[src/rtl/ex_mem_skid.sv]
// Execute-to-memory boundary: two-entry skid register.
// in_ready depends only on registered state, so ALU-side timing is isolated from memory stalls.
module ex_mem_skid #(
    parameter int XLEN = 64,
    parameter int RDW  = 5,
    parameter int OPW  = 4,
    parameter int CNTW = 32
) (
    input  logic            clk,
    input  logic            reset,
    input  logic            in_valid,
    input  logic            stall_e,
    output logic            in_ready,
    input  logic [XLEN-1:0] in_pc,
    input  logic [XLEN-1:0] in_result,
    input  logic [XLEN-1:0] in_sdata,
    input  logic [RDW-1:0]  in_rd,
    input  logic            in_wen,
    input  logic [OPW-1:0]  in_memop,
    input  logic            flush,
    output logic            out_valid,
    input  logic            out_ready,
    output logic [XLEN-1:0] out_pc,
    output logic [XLEN-1:0] out_result,
    output logic [XLEN-1:0] out_sdata,
    output logic [RDW-1:0]  out_rd,
    output logic            out_wen,
    output logic [OPW-1:0]  out_memop,
    output logic [1:0]      occupancy,
    output logic [CNTW-1:0] stall_cycles
);

    typedef struct packed {
        logic [XLEN-1:0] pc;
        logic [XLEN-1:0] result;
        logic [XLEN-1:0] sdata;
        logic [RDW-1:0]  rd;
        logic            wen;
        logic [OPW-1:0]  memop;
    } ent_t;

    typedef enum logic [1:0] {
        EMPTY = 2'd0,
        ONE   = 2'd1,
        FULL  = 2'd2
    } state_t;

    state_t state;
    ent_t   head;
    ent_t   skid;
    ent_t   in_ent;
    logic   in_fire;
    logic   out_fire;

    assign in_ent = '{
        pc:     in_pc,
        result: in_result,
        sdata:  in_sdata,
        rd:     in_rd,
        wen:    in_wen,
        memop:  in_memop
    };

    assign in_ready  = (state != FULL);
    assign out_valid = (state != EMPTY);
    assign occupancy = state;
    assign in_fire   = in_valid & ~stall_e & in_ready;
    assign out_fire  = out_valid & out_ready;

    assign out_pc     = head.pc;
    assign out_result = head.result;
    assign out_sdata  = head.sdata;
    assign out_rd     = head.rd;
    assign out_wen    = head.wen;
    assign out_memop  = head.memop;

    // Occupancy FSM with head/skid capture; flush empties but keeps contents.
    always_ff @(posedge clk) begin
        if (reset) begin
            state <= EMPTY;
            head  <= '0;
            skid  <= '0;
        end else if (flush) begin
            state <= EMPTY;
        end else begin
            unique case (state)
                EMPTY: begin
                    if (in_fire) begin
                        state <= ONE;
                        head  <= in_ent;
                    end
                end
                ONE: begin
                    if (in_fire && out_fire) begin
                        head <= in_ent;
                    end else if (in_fire) begin
                        state <= FULL;
                        skid  <= in_ent;
                    end else if (out_fire) begin
                        state <= EMPTY;
                    end
                end
                FULL: begin
                    if (out_fire) begin
                        state <= ONE;
                        head  <= skid;
                    end
                end
                default: state <= EMPTY;
            endcase
        end
    end

    // Saturating count of cycles the ALU held a valid instruction while busy.
    always_ff @(posedge clk) begin
        if (reset) begin
            stall_cycles <= '0;
        end else if (in_valid && stall_e && (stall_cycles != '1)) begin
            stall_cycles <= stall_cycles + 1'b1;
        end
    end

endmodule
[config.mk]
export PLATFORM = sky130hd
export DESIGN_NAME = ex_mem_skid
export DESIGN_NICKNAME = d
export VERILOG_FILES = /design/src/rtl/ex_mem_skid.sv
export SDC_FILE = /design/constraint.sdc
export NUM_CORES = 1
export LEC_CHECK = 0
export BUFFER_PORTS_ARGS = -buffer_cell sky130_fd_sc_hd__buf_4
export CORE_UTILIZATION = 25
export CTS_BUF_LIST = sky130_fd_sc_hd__clkbuf_8
export CTS_CLUSTER_DIAMETER = 120
export DETAILED_ROUTE_END_ITERATION = 7
export SETUP_SLACK_MARGIN = 0.05
export SYNTH_ARGS = -nofsm -noshare
export SYNTH_HDL_FRONTEND = slang
export SYNTH_SLANG_ARGS = --single-unit
[constraint.sdc]
create_clock -name clk -period 2.7 [get_ports clk]
set_input_delay 0.405 -clock clk [delete_from_list [all_inputs] [get_ports clk]]
set_output_delay 0.405 -clock clk [all_outputs]
set_load 0.01 [all_outputs]
Word-level counts from Yosys, hierarchy flattened
Index checks and enable logic that the tools add are counted. Widths: inputs -> output; s select.

Bits in registers: 438. Word-level logic and storage cells: 50.

Add/sub/neg operators: 1. Equality and inequality tests: 9. Multiplexer cells: 10. Bitwise gates (word level): 6. Reductions and logical operators: 10.

Operator list (number): $mux 202 (3); $pmux 202 s3 (1); $add 32x1->32 const B (1); $ne 32x32->1 const B (1); $mux 2 (5); $ne 2x2->1 const B (5); $reduce_and 4->1 (2); $pmux 2 s3 (1); $reduce_and 5->1 (1); $and 1x1->1 (3); $logic_and 1x1->1 (3); $ne 3x3->1 const B (1); $not 1->1 (3); $reduce_bool 3->1 (1); $eq 2x1->1 const B (1); $eq 2x2->1 const B (1); $logic_not 2->1 (1); $reduce_bool 2->1 (1); $reduce_or 2->1 (1).

Logic depth before layout (Yosys ltp)
Word-level depth: 6. Depth in mapped cells: 7. Mapped depth without buffers: 6.

Least setup slack after synthesis
OpenSTA, ideal clock, no wires.

Kind: register to register. Start point: register stall_cycles[0]. End point: register stall_cycles[28]. Data arrival time: 1.965 ns. Required time: 2.577 ns. Slack: 0.612 ns. Cell stages (with the launch flop): 7. Path buffers: 0. Clock period less this slack: 2.088 ns. Cell sequence: dfxtp_1 -> ha_1 -> nand4_1 -> nor4_1 -> o21ai_4 -> nor4_1 -> mux2_1.

Cells in the longest elaborated chain, start to end: 2.

RTL lines: from (decl) (RTL line 30) `output logic [CNTW-1:0] stall_cycles`; from (signal assigned) (RTL line 119) `stall_cycles <= stall_cycles + 1'b1;`; parallel branches: the longest is 2 deep, another holds $add 32x1->32.

Parallel ways; which one is timed is not known. A chain may end at the register's enable or synchronous reset.

Worst setup path in the final report
Start point: register state[1], in the netlist occupancy[1]. End point: output in_ready.

Cells in the longest elaborated chain, start to end: 1.

RTL lines: from (decl) (RTL line 48) `state_t state;`; from (signal assigned) (RTL line 80) `state <= EMPTY;`; from (signal assigned) (RTL line 84) `state <= EMPTY;`; from (signal assigned) (RTL line 89) `state <= ONE;`; $ne 2x2->1 (RTL line 64) `assign in_ready = (state != FULL);`; to (decl) (RTL line 13) `output logic in_ready,`.

Every way passes these cells.

==> results.yml <==
detailed_routing:
  vias: 17430
  detail_route.iter0.violations: 946
  via_per_inst: 4.629
  wl_per_cell_um: 15.12
  drc: 0
  routed_wl_um: 56960
  postRouteAntennaNets: 0
  drt_pass1_iterations: 5
worst_setup_path:
  worst-path-max-fanout: 52
  required_ns: 2.30
  crit_type: "reg2out"
  reg2reg_from: "stall_cycles[0]"
  arrival_ns: 2.05
  crit_start: "occupancy[1]"
  startpoint_type: "register"
  setup.worst_path.end_class: "output pin"
grt:
  first_global_vias: 16490
  grt_max_degree: 108
  antenna_found_initial: 3
  grt_pass1_wl_um: 89430
  grt-ovfl-total: 0
  grtUsageTotal_pct: 15.68
power_and_ir_drop:
  ir_worst_vdd_uv: 338.4
  internal_power_uw: 10820
  power.density_nw_per_um2: 566.0
  switching_share_pct: 25.07
  seqPwrFrac_pct: 46.8
  clkPwrFrac_pct: 43.1
  pwr-share-comb_pct: 10.1
  leakage_uw: 0.009983
  p_sw_uw: 3619
clock_network:
  postCtsSetupBuffers: 0
  cts_buffer_depth: 3
  cts.sinks: 438
  cts.htree.levels: 3
  tritoncts: "yes"
  clkLatencyLatePin_ns: 0.64
  cts_buffers: 80
  clkTransAtPathRegs_ns: 0.06
  ctsResizeCount: 0
  cts_hold_repair.buffers: 205
  cts-root-buf: "clkbuf_8"
timing:
  setup_slack_ns: 0.2423
  finClkSkew_ns: 0.03030
  fmax_ghz: 0.4069
  worst_slew_pin_slew_ns: 0.6986
  tns_ns: 0
  timing.slew.headroom_pct: 53.43
  rsz0062_at_grt: "no"
  setup_violations: 0
  period_minus_slack_ns: 2.458
  finalCritPeriodShare_pct: 91.02
  slew_viol_final: 0
  hold_viol: 0
cells_and_area:
  nNetsFinal: 3048
  finalCoreUtilization_pct: 37.65
  area_growth_pct: 47.85
  fin_area_um2: 25510
  multiInputGateArea_um2: 7722
  fillers: 6948
  drive_gt1_share_pct: 22.69
  seqCellArea_um2: 8768
run_status:
  outcome: "finished, final reports clean"
synth:
  netlist.area_leader.share_pct: 50.83
  synthArstFlopShare_pct: 0
  synth_nets: 2424
  avgSynthCellArea_um2: 7.789
  synth-seq-cells: 438
  synth-seq-area-share_pct: 50.83
  synth-edff-count: 0
  syn_area_um2: 17250
  synth_ff_type: "dfxtp_1"
  synth-warning-count: 0
  synth_largest_area_cell: "dfxtp_1"
  synthTopCellsByArea: "dfxtp_1 51%, nand2_1 18%, a311oi_1 10%"
  synthDistinctLibCells: 48
  synth_cells: 2215
floorplan:
  row_count: 95
  die_area_um2: 70060
  fp.coreArea_um2: 67750
  die_h_um: 264.7
  die_x_um: 264.7
  initial_core_util_pct: 25.46
  ioPinCount: 446
hold_path:
  hold_path.class: "in2reg"
  worstHoldStart: "stall_e"
placed_design:
  dp.final_hpwl_um: 37480
  io_buffers: 445
  post_dp_cell_area_um2: 21880
  place_congestion: 0.7820
  post-place-ws_ns: 0.3288
flow_run:
  cap_violations: 0
[sequential cells by signal, indices dropped and copies added, names as in the netlist]
signal,count
out_wen,1
out_result,64
out_memop,4
stall_cycles,32
occupancy,2
out_pc,64
out_rd,5
skid,202
out_sdata,64
[final timing paths]
kind,endpoint,slack [ns],depth (start not counted)
worst min-delay path,stall_cycles[2],0.12,3
worst max register to register,stall_cycles[28],0.34,7
worst min register to register,skid[67],0.45,2
worst max-delay path,in_ready,0.24,3
[power groups by stage]
| stage | Combinational (uW) | Clock (uW) | Sequential (uW) |
|---|---|---|---|
| after floorplan | 443 | 0 | 6940 |
| after global placement | 1210 | 0 | 6900 |
| after detailed placement | 1220 | 0 | 6900 |
| after CTS | 1460 | 6460 | 6760 |
| after global routing | 1590 | 6760 | 6780 |
| final | 1460 | 6220 | 6760 |
[per-stage QoR]
stage | cells | power (uW) | hold slack [ns]
floorplan | 2215 | 7379 | 0.4366
global placement | 3425 | 8109 | 0.4422
detailed placement | 3425 | 8115 | 0.4465
CTS | 3764 | 14680 | 0.02622
global route | 3765 | 15120 | 0.04385
finish | 3766 | 14440 | 0.1164
[area by class of cell]
class,instances,area share (%)
Clock buffer,99,5.342
Multi-Input combinational cell,1582,30.28
Sequential cell,438,34.38
Timing Repair Buffer,729,24.77
Inverter,8,0.1374
Antenna cell,2,0.01962
Clock inverter,35,0.7898
Tap cell,873,4.283
[Yosys cell counts (6+ instances only)]
master and instances:
nand2_1 821, dfxtp_1 438, nor2_1 222, a21oi_1 220
a311oi_1 202, clkbuf_1 148, buf_2 37, or4_1 11
nor4_1 10, nor2b_1 9, o31ai_1 9, nand3_1 8
inv_1 7, xnor2_1 7, o21ai_0 6, or3_1 6
[layer usage]
layer / vias to the layer above / global-route usage (%) / routed length [um] / share of wire, %
li1: 8776 / - / - / -
met5: - / 0 / 10 / 0.018
met1: 8050 / 19.33 / 25000 / 44
met4: 2 / 5.546 / 1550 / 2.7
met3: 114 / 4.422 / 3660 / 6.4
met2: 489 / 26.04 / 26740 / 47
[cell usage in the layout, fill, tap and decap left out, types with 7 or more instances in the layout]
cell             n
xnor2_1          7
nor4_1           9
dfxtp_1        438
o31ai_1          9
nor2b_1          8
clkbuf_8        99
buf_4          497
buf_12          26
nand3_1          8
a21oi_1        220
or4_1           11
a311oi_1       202
dlygate4sd3_1  205
nor2_1         222
inv_1           29
nand2_1        820
[critical path: stages (launching register included)]
cell and delay (ns):
dfxtp_1 0.57, nor2b_4 0.35, inv_6 0.24, buf_4 0.23
[cell families (layout without fill, tap and decap cells)]
| kind of cell | after synthesis | count (layout) | share of synthesized area, % |
|---|---|---|---|
| AND/OR/NAND/NOR | 1117 | 1117 | 25.87 |
| AO/OA/AOI/OAI | 448 | 448 | 17.75 |
| flip-flops | 438 | 438 | 50.83 |
| buffers and inverters | 195 | 871 | 4.576 |
| XOR/XNOR | 9 | 9 | 0.4569 |
| multiplexers | 7 | 7 | 0.4496 |
| adder cells (fa/ha/maj) | 1 | 1 | 0.07252 |
| other | 0 | 2 | 0 |
Note: power is estimated with default switching activity, not from simulation.
